**src/rtl/exe_stage_pkg.sv**
```systemverilog
// Shared types for the execute stage: ALU opcodes, memory sizes, exception
// codes and the packed layouts of the ID->EX and EX->MEM pipeline buses.
package exe_stage_pkg;

  typedef enum logic [3:0] {
    ALU_ADD  = 4'd0,
    ALU_SUB  = 4'd1,
    ALU_SLT  = 4'd2,
    ALU_SLTU = 4'd3,
    ALU_AND  = 4'd4,
    ALU_OR   = 4'd5,
    ALU_XOR  = 4'd6,
    ALU_NOR  = 4'd7,
    ALU_SLL  = 4'd8,
    ALU_SRL  = 4'd9,
    ALU_SRA  = 4'd10,
    ALU_LUI  = 4'd11
  } alu_op_e;

  typedef enum logic [1:0] {
    SIZE_BYTE = 2'd0,
    SIZE_HALF = 2'd1,
    SIZE_WORD = 2'd2
  } mem_size_e;

  localparam logic [5:0] ECODE_ALE = 6'h09;

  // ID -> EX bus; src2 already carries the immediate where applicable
  typedef struct packed {
    alu_op_e     alu_op;
    logic [31:0] src1;
    logic [31:0] src2;
    logic        st_or_ld;
    logic        mem_we;
    mem_size_e   mem_size;
    logic        ld_unsigned;
    logic        res_from_mem;
    logic        gr_we;
    logic [4:0]  dest;
    logic [31:0] rkd;
    logic [31:0] pc;
    logic        csr_we;
    logic [13:0] csr_num;
    logic [31:0] csr_wdata;
    logic        ertn;
    logic        is_exc;
    logic [5:0]  ecode;
    logic [8:0]  esubcode;
    logic        addr_exc;
    logic [31:0] badv;
    logic        is_tlb_exc;
  } ds_to_es_t;

  // EX -> MEM bus, in the order the memory stage unpacks it
  typedef struct packed {
    logic        st_or_ld;
    logic        mem_we;
    mem_size_e   mem_size;
    logic        ld_unsigned;
    logic        res_from_mem;
    logic        gr_we;
    logic [4:0]  dest;
    logic [31:0] alu_result;
    logic [31:0] pc;
    logic        csr_we;
    logic [13:0] csr_num;
    logic [31:0] csr_wdata;
    logic        ertn;
    logic        is_exc;
    logic [5:0]  ecode;
    logic [8:0]  esubcode;
    logic        addr_exc;
    logic [31:0] badv;
    logic [31:0] pc_to_era;
    logic        is_tlb_exc;
  } es_to_ms_t;

  localparam int DS_TO_ES_WD = $bits(ds_to_es_t);
  localparam int ES_TO_MS_WD = $bits(es_to_ms_t);

endpackage

```
**src/rtl/exe_stage_alu.sv**
```systemverilog
// Combinational integer ALU used by the execute stage.
module exe_stage_alu
  import exe_stage_pkg::*;
(
  input  alu_op_e     i_alu_op,
  input  logic [31:0] i_src1,
  input  logic [31:0] i_src2,
  output logic [31:0] o_result
);

  // Select the operation; shifts use only the low five bits of src2
  always_comb begin
    o_result = 32'h0;
    case (i_alu_op)
      ALU_ADD:  o_result = i_src1 + i_src2;
      ALU_SUB:  o_result = i_src1 - i_src2;
      ALU_SLT:  o_result = {31'h0, $signed(i_src1) < $signed(i_src2)};
      ALU_SLTU: o_result = {31'h0, i_src1 < i_src2};
      ALU_AND:  o_result = i_src1 & i_src2;
      ALU_OR:   o_result = i_src1 | i_src2;
      ALU_XOR:  o_result = i_src1 ^ i_src2;
      ALU_NOR:  o_result = ~(i_src1 | i_src2);
      ALU_SLL:  o_result = i_src1 << i_src2[4:0];
      ALU_SRL:  o_result = i_src1 >> i_src2[4:0];
      ALU_SRA:  o_result = 32'($signed(i_src1) >>> i_src2[4:0]);
      ALU_LUI:  o_result = i_src2;
      default:  o_result = 32'h0;
    endcase
  end

endmodule

```
**src/rtl/exe_stage.sv**
```systemverilog
// Execute stage: ALU, data-sram request issue, alignment exceptions and
// the exception block that keeps memory quiet until the pipeline flushes.
module exe_stage
  import exe_stage_pkg::*;
#(
  parameter int DS_TO_ES_BUS_WD = DS_TO_ES_WD,
  parameter int ES_TO_MS_BUS_WD = ES_TO_MS_WD
) (
  input  logic                       i_clk,
  input  logic                       i_reset,
  input  logic                       i_ms_allowin,
  output logic                       o_es_allowin,
  input  logic                       i_ds_to_es_valid,
  input  logic [DS_TO_ES_BUS_WD-1:0] i_ds_to_es_bus,
  output logic                       o_es_to_ms_valid,
  output logic [ES_TO_MS_BUS_WD-1:0] o_es_to_ms_bus,
  output logic [4:0]                 o_es_to_ds_dest,
  output logic [31:0]                o_es_to_ds_result,
  output logic                       o_es_to_ds_is_ld,
  input  logic                       i_flush,
  input  logic                       i_ms_is_exc,
  output logic                       o_data_sram_req,
  output logic                       o_data_sram_wr,
  output logic [1:0]                 o_data_sram_size,
  output logic [31:0]                o_data_sram_addr,
  output logic [3:0]                 o_data_sram_wstrb,
  output logic [31:0]                o_data_sram_wdata,
  input  logic                       i_data_sram_addr_ok
);

  logic                       r_es_valid;
  logic                       r_exc_block;
  logic [DS_TO_ES_BUS_WD-1:0] r_ds_bus;

  ds_to_es_t   w_ds;
  es_to_ms_t   w_ms_bus;
  logic [31:0] w_alu_result;
  logic        w_is_word;
  logic        w_is_half;
  logic        w_ale;
  logic        w_es_is_exc;
  logic        w_kill;
  logic        w_es_ready_go;
  logic [3:0]  w_wstrb;
  logic [31:0] w_wdata;

  assign w_ds = ds_to_es_t'(r_ds_bus);

  exe_stage_alu u_alu (
    .i_alu_op (w_ds.alu_op),
    .i_src1   (w_ds.src1),
    .i_src2   (w_ds.src2),
    .o_result (w_alu_result)
  );

  // Alignment check: words need addr[1:0]==0, halves need addr[0]==0
  assign w_is_word   = w_ds.st_or_ld && (w_ds.mem_size == SIZE_WORD);
  assign w_is_half   = w_ds.st_or_ld && (w_ds.mem_size == SIZE_HALF);
  assign w_ale       = (w_is_word && (w_alu_result[1:0] != 2'b00)) ||
                       (w_is_half && w_alu_result[0]);
  assign w_es_is_exc = w_ds.is_exc || w_ale;

  // Any pending or older exception, or a flush, suppresses the memory side effect
  assign w_kill = i_flush || i_ms_is_exc || r_exc_block || w_es_is_exc;

  // A request is only issued when ms can take the instruction in the same
  // cycle, so ms is always ready for the matching data_ok later
  assign o_data_sram_req = r_es_valid && w_ds.st_or_ld && !w_kill && i_ms_allowin;
  assign w_es_ready_go   = !w_ds.st_or_ld || w_kill ||
                           (o_data_sram_req && i_data_sram_addr_ok);

  assign o_es_allowin     = !r_es_valid || (w_es_ready_go && i_ms_allowin);
  assign o_es_to_ms_valid = r_es_valid && w_es_ready_go;

  // Valid bit: flush wins, otherwise take whatever ID offers when we can accept
  always_ff @(posedge i_clk) begin
    if (i_reset) begin
      r_es_valid <= 1'b0;
    end else if (i_flush) begin
      r_es_valid <= 1'b0;
    end else if (o_es_allowin) begin
      r_es_valid <= i_ds_to_es_valid;
    end
  end

  // Instruction register; held while waiting for addr_ok so request fields stay stable
  always_ff @(posedge i_clk) begin
    if (i_reset) begin
      r_ds_bus <= '0;
    end else if (i_ds_to_es_valid && o_es_allowin && !i_flush) begin
      r_ds_bus <= i_ds_to_es_bus;
    end
  end

  // Once an excepting instruction moves to ms, block requests until the flush
  always_ff @(posedge i_clk) begin
    if (i_reset) begin
      r_exc_block <= 1'b0;
    end else if (i_flush) begin
      r_exc_block <= 1'b0;
    end else if (o_es_to_ms_valid && i_ms_allowin && w_es_is_exc) begin
      r_exc_block <= 1'b1;
    end
  end

  // Store byte lanes and data replication; loads never drive byte enables
  always_comb begin
    w_wstrb = 4'b0000;
    w_wdata = w_ds.rkd;
    case (w_ds.mem_size)
      SIZE_BYTE: begin
        w_wstrb = 4'b0001 << w_alu_result[1:0];
        w_wdata = {4{w_ds.rkd[7:0]}};
      end
      SIZE_HALF: begin
        w_wstrb = 4'b0011 << {w_alu_result[1], 1'b0};
        w_wdata = {2{w_ds.rkd[15:0]}};
      end
      default: begin
        w_wstrb = 4'b1111;
        w_wdata = w_ds.rkd;
      end
    endcase
    if (!w_ds.mem_we) begin
      w_wstrb = 4'b0000;
    end
  end

  assign o_data_sram_wr    = w_ds.mem_we;
  assign o_data_sram_size  = w_ds.mem_size;
  assign o_data_sram_addr  = w_alu_result;
  assign o_data_sram_wstrb = w_wstrb;
  assign o_data_sram_wdata = w_wdata;

  // Forward results to ms; an exception from ID is passed untouched, ALE only fills in otherwise
  always_comb begin
    w_ms_bus              = '0;
    w_ms_bus.st_or_ld     = w_ds.st_or_ld;
    w_ms_bus.mem_we       = w_ds.mem_we;
    w_ms_bus.mem_size     = w_ds.mem_size;
    w_ms_bus.ld_unsigned  = w_ds.ld_unsigned;
    w_ms_bus.res_from_mem = w_ds.res_from_mem;
    w_ms_bus.gr_we        = w_ds.gr_we;
    w_ms_bus.dest         = w_ds.dest;
    w_ms_bus.alu_result   = w_alu_result;
    w_ms_bus.pc           = w_ds.pc;
    w_ms_bus.csr_we       = w_ds.csr_we;
    w_ms_bus.csr_num      = w_ds.csr_num;
    w_ms_bus.csr_wdata    = w_ds.csr_wdata;
    w_ms_bus.ertn         = w_ds.ertn;
    w_ms_bus.is_exc       = w_es_is_exc;
    w_ms_bus.ecode        = w_ds.ecode;
    w_ms_bus.esubcode     = w_ds.esubcode;
    w_ms_bus.addr_exc     = w_ds.addr_exc;
    w_ms_bus.badv         = w_ds.badv;
    w_ms_bus.pc_to_era    = w_ds.pc;
    w_ms_bus.is_tlb_exc   = w_ds.is_tlb_exc;
    if (!w_ds.is_exc && w_ale) begin
      w_ms_bus.ecode    = ECODE_ALE;
      w_ms_bus.esubcode = 9'h000;
      w_ms_bus.addr_exc = 1'b1;
      w_ms_bus.badv     = w_alu_result;
    end
  end

  assign o_es_to_ms_bus    = w_ms_bus;
  assign o_es_to_ds_dest   = w_ds.dest & {5{r_es_valid && w_ds.gr_we}};
  assign o_es_to_ds_result = w_alu_result;
  assign o_es_to_ds_is_ld  = r_es_valid && w_ds.res_from_mem;

endmodule
```
**config.mk**
```make
export PLATFORM = sky130hd
export DESIGN_NAME = exe_stage
export DESIGN_NICKNAME = d
export VERILOG_FILES = /design/src/rtl/exe_stage_pkg.sv /design/src/rtl/exe_stage_alu.sv /design/src/rtl/exe_stage.sv
export SDC_FILE = /design/constraint.sdc
export NUM_CORES = 1
export LEC_CHECK = 0
export CAP_MARGIN = 30
export CORE_MARGIN = 4
export CORE_UTILIZATION = 45
export CTS_CLUSTER_SIZE = 30
export DETAILED_ROUTE_END_ITERATION = 6
export PLACE_DENSITY_LB_ADDON = 0.05
export SKIP_CTS_REPAIR_TIMING = 1
export SYNTH_ARGS = -nofsm -noshare
export SYNTH_HDL_FRONTEND = slang
export SYNTH_HIERARCHICAL = 1
export SYNTH_SLANG_ARGS = --single-unit
```
**constraint.sdc**
```tcl
create_clock -name i_clk -period 9.1 [get_ports i_clk]
set_input_delay 1.82 -clock i_clk [delete_from_list [all_inputs] [get_ports i_clk]]
set_output_delay 1.82 -clock i_clk [all_outputs]
set_load 0.01 [all_outputs]
```
==> results of run 1 <==
## critical path: cells and delay by family (launching register included)
| family | cells | cell delay, ns |
|---|---|---|
| buffers and inverters | 4 | 1.18 |
| DFF | 1 | 0.45 |
| muxes | 1 | 0.25 |
| AOI/OAI and AO/OA | 8 | 1.78 |
| adders and majority gates | 1 | 0.58 |
| and+or+nand+nor | 4 | 1.07 |
## stage by stage
| stage | hold slack, ns | power (mW) |
|---|---|---|
| 2_1_floorplan | 0.4468 | 1.968 |
| 3_3_place_gp | 0.4570 | 2.484 |
| 3_5_place_dp | 0.4668 | 2.494 |
| 4_1_cts | 0.4775 | 3.781 |
| 5_1_grt | 0.4964 | 3.909 |
| 6_report | 0.4763 | 3.765 |
## area by class of cell
class / instances / area (sq um) / share of cell area
flip-flops and latches: 244 / 4893 / 0.1730
inverters: 98 / 367.9 / 0.01300
multi-input cells: 2036 / 14960 / 0.5288
repair buffers: 621 / 6157 / 0.2177
well taps: 672 / 840.8 / 0.02973
clock buffers: 40 / 869.6 / 0.03074
clock inverters: 16 / 175.2 / 0.006193
diodes: 10 / 25.02 / 0.0008847
## path summary, 6_finish.rpt
path	startpoint	to
setup / recovery	r_ds_bus[213]$_SDFFE_PP0P_	o_es_to_ms_bus[55]
hold / removal	r_ds_bus[155]$_SDFFE_PP0P_	r_ds_bus[155]$_SDFFE_PP0P_
hold reg to reg	r_ds_bus[155]$_SDFFE_PP0P_	r_ds_bus[155]$_SDFFE_PP0P_
setup reg to reg	r_ds_bus[207]$_SDFFE_PP0P_	r_ds_bus[175]$_SDFFE_PP0P_
## kinds of logic (layout without fill, tap and decap cells)
family | Yosys count | after routing | share of synthesized area
buffers and inverters | 510 | 775 | 0.1290
AND/OR/NAND/NOR | 929 | 929 | 0.2267
XOR/XNOR | 50 | 50 | 0.01926
AO/OA/AOI/OAI | 546 | 546 | 0.1567
multiplexers | 410 | 410 | 0.1972
other | 0 | 10 | 0
flip-flops | 244 | 244 | 0.2149
adder cells (fa/ha/maj) | 101 | 101 | 0.05625
## sequential cells by signal, summed over array words and instances, names as in the netlist
register     flops
r_exc_block      1
r_es_valid       1
r_ds_bus       242
## layer usage
| layer | share of wire | global-route usage | vias to the layer above |
|---|---|---|---|
| met1 | 0.39 | 0.4163 | 10350 |
| li1 | - | - | 9938 |
| met4 | 0.044 | 0.1180 | 14 |
| met2 | 0.48 | 0.5720 | 1024 |
| met3 | 0.085 | 0.08386 | 215 |
| met5 | 0.0011 | 0 | - |
## synthesized netlist by cell type (6+ instances only)
library cell / n
o22ai_1: 8
nand2_1: 132
xor2_1: 8
a221o_1: 7
a222oi_1: 8
inv_1: 96
a22oi_1: 23
o21ai_0: 133
xnor2_1: 42
a21o_1: 27
mux2_2: 73
o31ai_1: 8
nand3_1: 20
mux2i_1: 313
mux4_2: 23
o221ai_1: 10
nor2b_1: 15
o21ai_1: 18
nand2b_1: 506
nor2_1: 135
o21a_1: 7
o21bai_1: 10
a31oi_1: 15
o211ai_1: 20
a221oi_1: 22
nor3_1: 27
nand4_1: 11
or4_1: 7
buf_1: 11
nor4_1: 7
nand3b_1: 6
buf_2: 34
a21oi_1: 139
or3_1: 10
clkbuf_1: 130
and2_1: 19
buf_4: 214
buf_6: 23
and3_1: 13
dfxtp_1: 244
a211oi_1: 28
ha_1: 99
## report_power, final
group | internal, mW | switching (mW)
logic | 0.611 | 0.682
clock network | 0.757 | 0.516
registers | 1.13 | 0.0735
total | 2.49 | 1.27
==> results_dict.tcl, run 1 <==
set metrics [dict create \
    initial_utilization 0.4541 \
    rsz0062_at_grt "false" \
    setup_viol 0 \
    final_nets 3382 \
    postSynth.asyncResetShare 0 \
    wl_per_cell_microns 25.80 \
    synth.avg_cell_area_sq_um 8.148 \
    synth-seq-cells 244 \
    grt_overflow 0 \
    io_buffer_count 566 \
    yosysWarnings 6 \
    preCtsSetupSlack_ns 1.730 \
    utilization 0.5649 \
    routabilityCongestion 1.026 \
    rows 82 \
    slowest_stage "ha_1" \
    start_kind "flip-flop" \
    placed_cells 3670 \
    dr.pass1.iters 6 \
    cts_tree "done" \
    htree_levels 1 \
    fill_cells 4729 \
    hpwlAfterDp_microns 74820 \
    worstMarginPinSlew_ns 1.097 \
    finalHoldViolCount 0 \
    synth_area_sq_um 22730 \
    clock_path_buffers 3 \
    mostFrequentLayoutCells "clkdlybuf4s50_1, nand2b_1, mux2i_1, dfxtp_1, a21oi_1" \
    dpl_cell_area_sq_um 27200 \
    status "complete, no violations" \
    synthCells 2790 \
    synth-edff-count 0 \
    die_y_microns 232.8 \
    final_area_sq_um 28290 \
    path_class "reg -> out" \
    drive_gt1_frac 0.07856 \
    synthTopCellsByArea "dfxtp_1, nand2b_1, mux2i_1" \
    drc_errors 0 \
    yosysTopAreaCell "dfxtp_1" \
    cts-buffers-inserted 31 \
    ys_types 88 \
    drt_iter0_markers 2249 \
    syn_to_final_growth_pct 24.42 \
    maxSlewViolCount 0 \
    core_sq_um 50070 \
    fmax_ghz 0.1293 \
    clk_pin_slew_ns 0.06 \
    cap_violations 0 \
    yosys_most_used_dff "dfxtp_1" \
    insertion_delay_ns 0.60 \
    cts_sinks 244 \
    period_share 0.8501 \
    wirelength_microns 96430 \
    synth_top_area_frac 0.2149 \
    endpoint_kind "output pin" \
    cts_root_buf "clkbuf_16" \
    power_density_nw_per_um2 133.1 \
    hold_depth 2 \
    grt_pass1_vias 20960 \
    fin_ws_ns 1.364 \
    synth_fp_nets 3140 \
    finalNonFillerCells 3737 \
    arrival_ns 5.92 \
    min_period_ns 7.736 \
    pin_count 567 \
    final_antenna_net_count 0 \
    ys_seq_area_frac 0.2149 \
    grt_pass1_wl_microns 138700 \
    power_leakage_nw 11.56 \
    ir_drop_mv 0.1294 \
    antenna_found_initial 16 \
    ff2ff_path_depth 18 \
    clock-skew-final_ns 0.03833 \
    die_w_microns 232.8 \
    slew_headroom 0.2640 \
    num_vias 21540 \
    vias_per_cell 5.764 \
    final_common_cell "clkdlybuf4s50_1" \
    die_area_sq_um 54180 \
    finalSetupTns_ns 0 \
    cp_max_fo 31 \
    groute.usage.overall 0.3373 \
    reg2reg_slack_ns 3.48 \
    grt_max_degree 296 \
    hp-class "reg -> reg" \
    cp.required_ns 7.28 \
    critPathMaxStageDelay_ns 0.58 \
    worstPathCellList "inv_1, ha_1, nor2b_1, or4_1, o211ai_1, nor3_1, o21ai_1, a21oi_1, a211oi_1, a21oi_1, o211ai_1, buf_4, o21ai_1, o21ai_2, nand2_2, buf_12, mux2_2, clkdlybuf4s50_1" \
]
Note: power is estimated with default switching activity, not from simulation.
==> inputs of run 2 (changes only) <==
--- a/config.mk
+++ b/config.mk
@@ -7,11 +7,12 @@
 export LEC_CHECK = 0
 export CAP_MARGIN = 30
 export CORE_MARGIN = 4
-export CORE_UTILIZATION = 45
+export CORE_UTILIZATION = 42
 export CTS_CLUSTER_SIZE = 30
 export DETAILED_ROUTE_END_ITERATION = 6
 export PLACE_DENSITY_LB_ADDON = 0.05
 export SKIP_CTS_REPAIR_TIMING = 1
+export SLEW_MARGIN = 40
 export SYNTH_ARGS = -nofsm -noshare
 export SYNTH_HDL_FRONTEND = slang
 export SYNTH_HIERARCHICAL = 1
==> results_dict.tcl, run 2 (synthesis results as in run 1) <==
set metrics [dict create \
    maxSlewViolCount 0 \
    min_period_ns 7.629 \
    slew_headroom 0.4256 \
    htree_levels 1 \
    arrival_ns 5.81 \
    clock-skew-final_ns 0.03594 \
    ir_drop_mv 0.1441 \
    violations "design-rule violations" \
    fin_hold_ws_ns 0.4770 \
    status "finished with violations" \
    hp-start "r_ds_bus[77]$_SDFFE_PP0P_" \
    cp.required_ns 7.28 \
    grtUsageMet3 0.07908 \
    drive_gt1_frac 0.07894 \
    cts_sinks 244 \
    groute.usage.overall 0.3280 \
    final_antenna_net_count 0 \
    fill_cells 5160 \
    clock_path_buffers 3 \
    finalHoldViolCount 0 \
    preCtsSetupSlack_ns 2.113 \
    power_leakage_nw 11.54 \
    critPathMaxStageDelay_ns 0.57 \
    period_share 0.8383 \
    reg2reg_slack_ns 3.75 \
    fmax_ghz 0.1311 \
    cp_max_fo 48 \
    worstPathCellList "inv_1, ha_1, nor2b_1, or4_1, o211ai_1, nor3_1, o21ai_1, a21oi_1, a211oi_1, a21oi_1, o211ai_1, buf_4, o21ai_1, o21ai_2, nand2_2, buf_4, mux2_2, clkdlybuf4s50_1" \
    finalSetupTns_ns 0 \
    utilization 0.5268 \
    grt_pass1_vias 21100 \
    initial_utilization 0.4233 \
    core_sq_um 53710 \
    pin_count 567 \
    grtUsageMet1 0.4106 \
    top_register "r_ds_bus" \
    final_area_sq_um 28290 \
    cts-buffers-inserted 31 \
    final_nets 3381 \
    dr.pass1.iters 7 \
    drt_iter0_markers 1942 \
    io_buffer_count 566 \
    largest_reg_flops 242 \
    grt_pass1_wl_microns 142900 \
    min_to "r_ds_bus[77]$_SDFFE_PP0P_" \
    path_class "reg -> out" \
    cts_tree "done" \
    cap_violations 0 \
    die_y_microns 240.7 \
    dpl_cell_area_sq_um 27260 \
    grtUsageMet2 0.5506 \
    top_usage_layer "met2" \
    hp-class "reg -> reg" \
    final_common_cell "clkdlybuf4s50_1" \
    rsz0062_at_grt "false" \
    setup_viol 0 \
    syn_to_final_growth_pct 24.45 \
    hold_depth 2 \
    reg_top3 "r_ds_bus: 242 flops, r_es_valid: 1 flops, r_exc_block: 1 flops" \
    wirelength_microns 100100 \
    num_vias 21470 \
    grt_max_degree 134 \
    cts_root_buf "clkbuf_16" \
    grt_overflow 0 \
    mostFrequentLayoutCells "clkdlybuf4s50_1, nand2b_1, mux2i_1, dfxtp_1, a21oi_1" \
    wl_per_cell_microns 26.66 \
    worstMarginPinSlew_ns 0.8508 \
    r2r-start "r_ds_bus[206]$_SDFFE_PP0P_" \
    insertion_delay_ns 0.63 \
    fin_ws_ns 1.471 \
    start_kind "flip-flop" \
    routabilityCongestion 1.003 \
    antenna_found_initial 8 \
    die_w_microns 240.7 \
    hpwlAfterDp_microns 77330 \
    slowest_stage "ha_1" \
    drc_errors 7 \
    endpoint_kind "output pin" \
    rows 85 \
    vias_per_cell 5.722 \
    die_area_sq_um 57910 \
    ff2ff_path_depth 19 \
    r2r_end "r_ds_bus[238]$_SDFFE_PP0P_" \
    clk_pin_slew_ns 0.06 \
    power_density_nw_per_um2 133.2 \
]
## run 2: cell types whose count changed in the layout (fill, tap and decap cells not counted), moves of 3 or more
cell      change
clkinv_2      -3
buf_6         +3
inv_6         -3
buf_4         -4
o21ai_0       -3
diode_2       -6
## run 2: routing by layer
layer,up-vias,share of wire
li1,9940,-
met1,10430,0.40
met2,932,0.48
met3,165,0.079
met4,10,0.042
met5,-,0.00073
## run 2: how the worst max path moves through the flow
stage,from,to,slack (ns)
final,r_ds_bus[213]$_SDFFE_PP0P_,o_es_to_ms_bus[34],1.47
after detailed placement,r_ds_bus[213]$_SDFFE_PP0P_,o_es_to_ms_bus[58],2.11
after CTS,r_ds_bus[213]$_SDFFE_PP0P_,o_es_to_ms_bus[58],1.42
after global placement,r_ds_bus[174]$_SDFFE_PP0P_,o_data_sram_addr[18],2.18
after floorplan,r_ds_bus[176]$_SDFFE_PP0P_,o_es_to_ms_bus[61],2.58
after global routing,r_ds_bus[213]$_SDFFE_PP0P_,o_es_to_ms_bus[52],1.12
## run 2: power breakdown
group	total, mW	switching (mW)	leakage (nW)	internal [mW]
Clock	1.26	0.540	0.494	0.718
Sequential	1.20	0.0729	2.00	1.13
Combinational	1.31	0.701	9.04	0.612
Total	3.77	1.31	11.5	2.46
## run 2: layout make-up
cell class	instances	area [sq um]	area share
Tap cell	696	870.8	0.03078
Multi-Input combinational cell	2036	14970	0.5291
Antenna cell	4	10.01	0.0003538
Inverter	98	367.9	0.01300
Clock inverter	11	110.1	0.003892
Timing Repair Buffer	620	6163	0.2178
Clock buffer	44	904.6	0.03197
Sequential cell	244	4896	0.1730
## run 2: metrics by stage
step | std cells | power [mW]
3_3_place_gp | 3691 | 2.506
5_1_grt | 3749 | 3.920
2_1_floorplan | 2790 | 1.968
3_5_place_dp | 3694 | 2.514
6_report | 3753 | 3.769
4_1_cts | 3749 | 3.788
## run 2: critical path: cells and delay by family (launching register included)
family	cells	cell delay, ns
AO/OA/AOI/OAI	8	1.86
flip-flops	1	0.44
multiplexers	1	0.30
buffers and inverters	4	1.20
AND/OR/NAND/NOR	4	0.78
adder cells (fa/ha/maj)	1	0.57
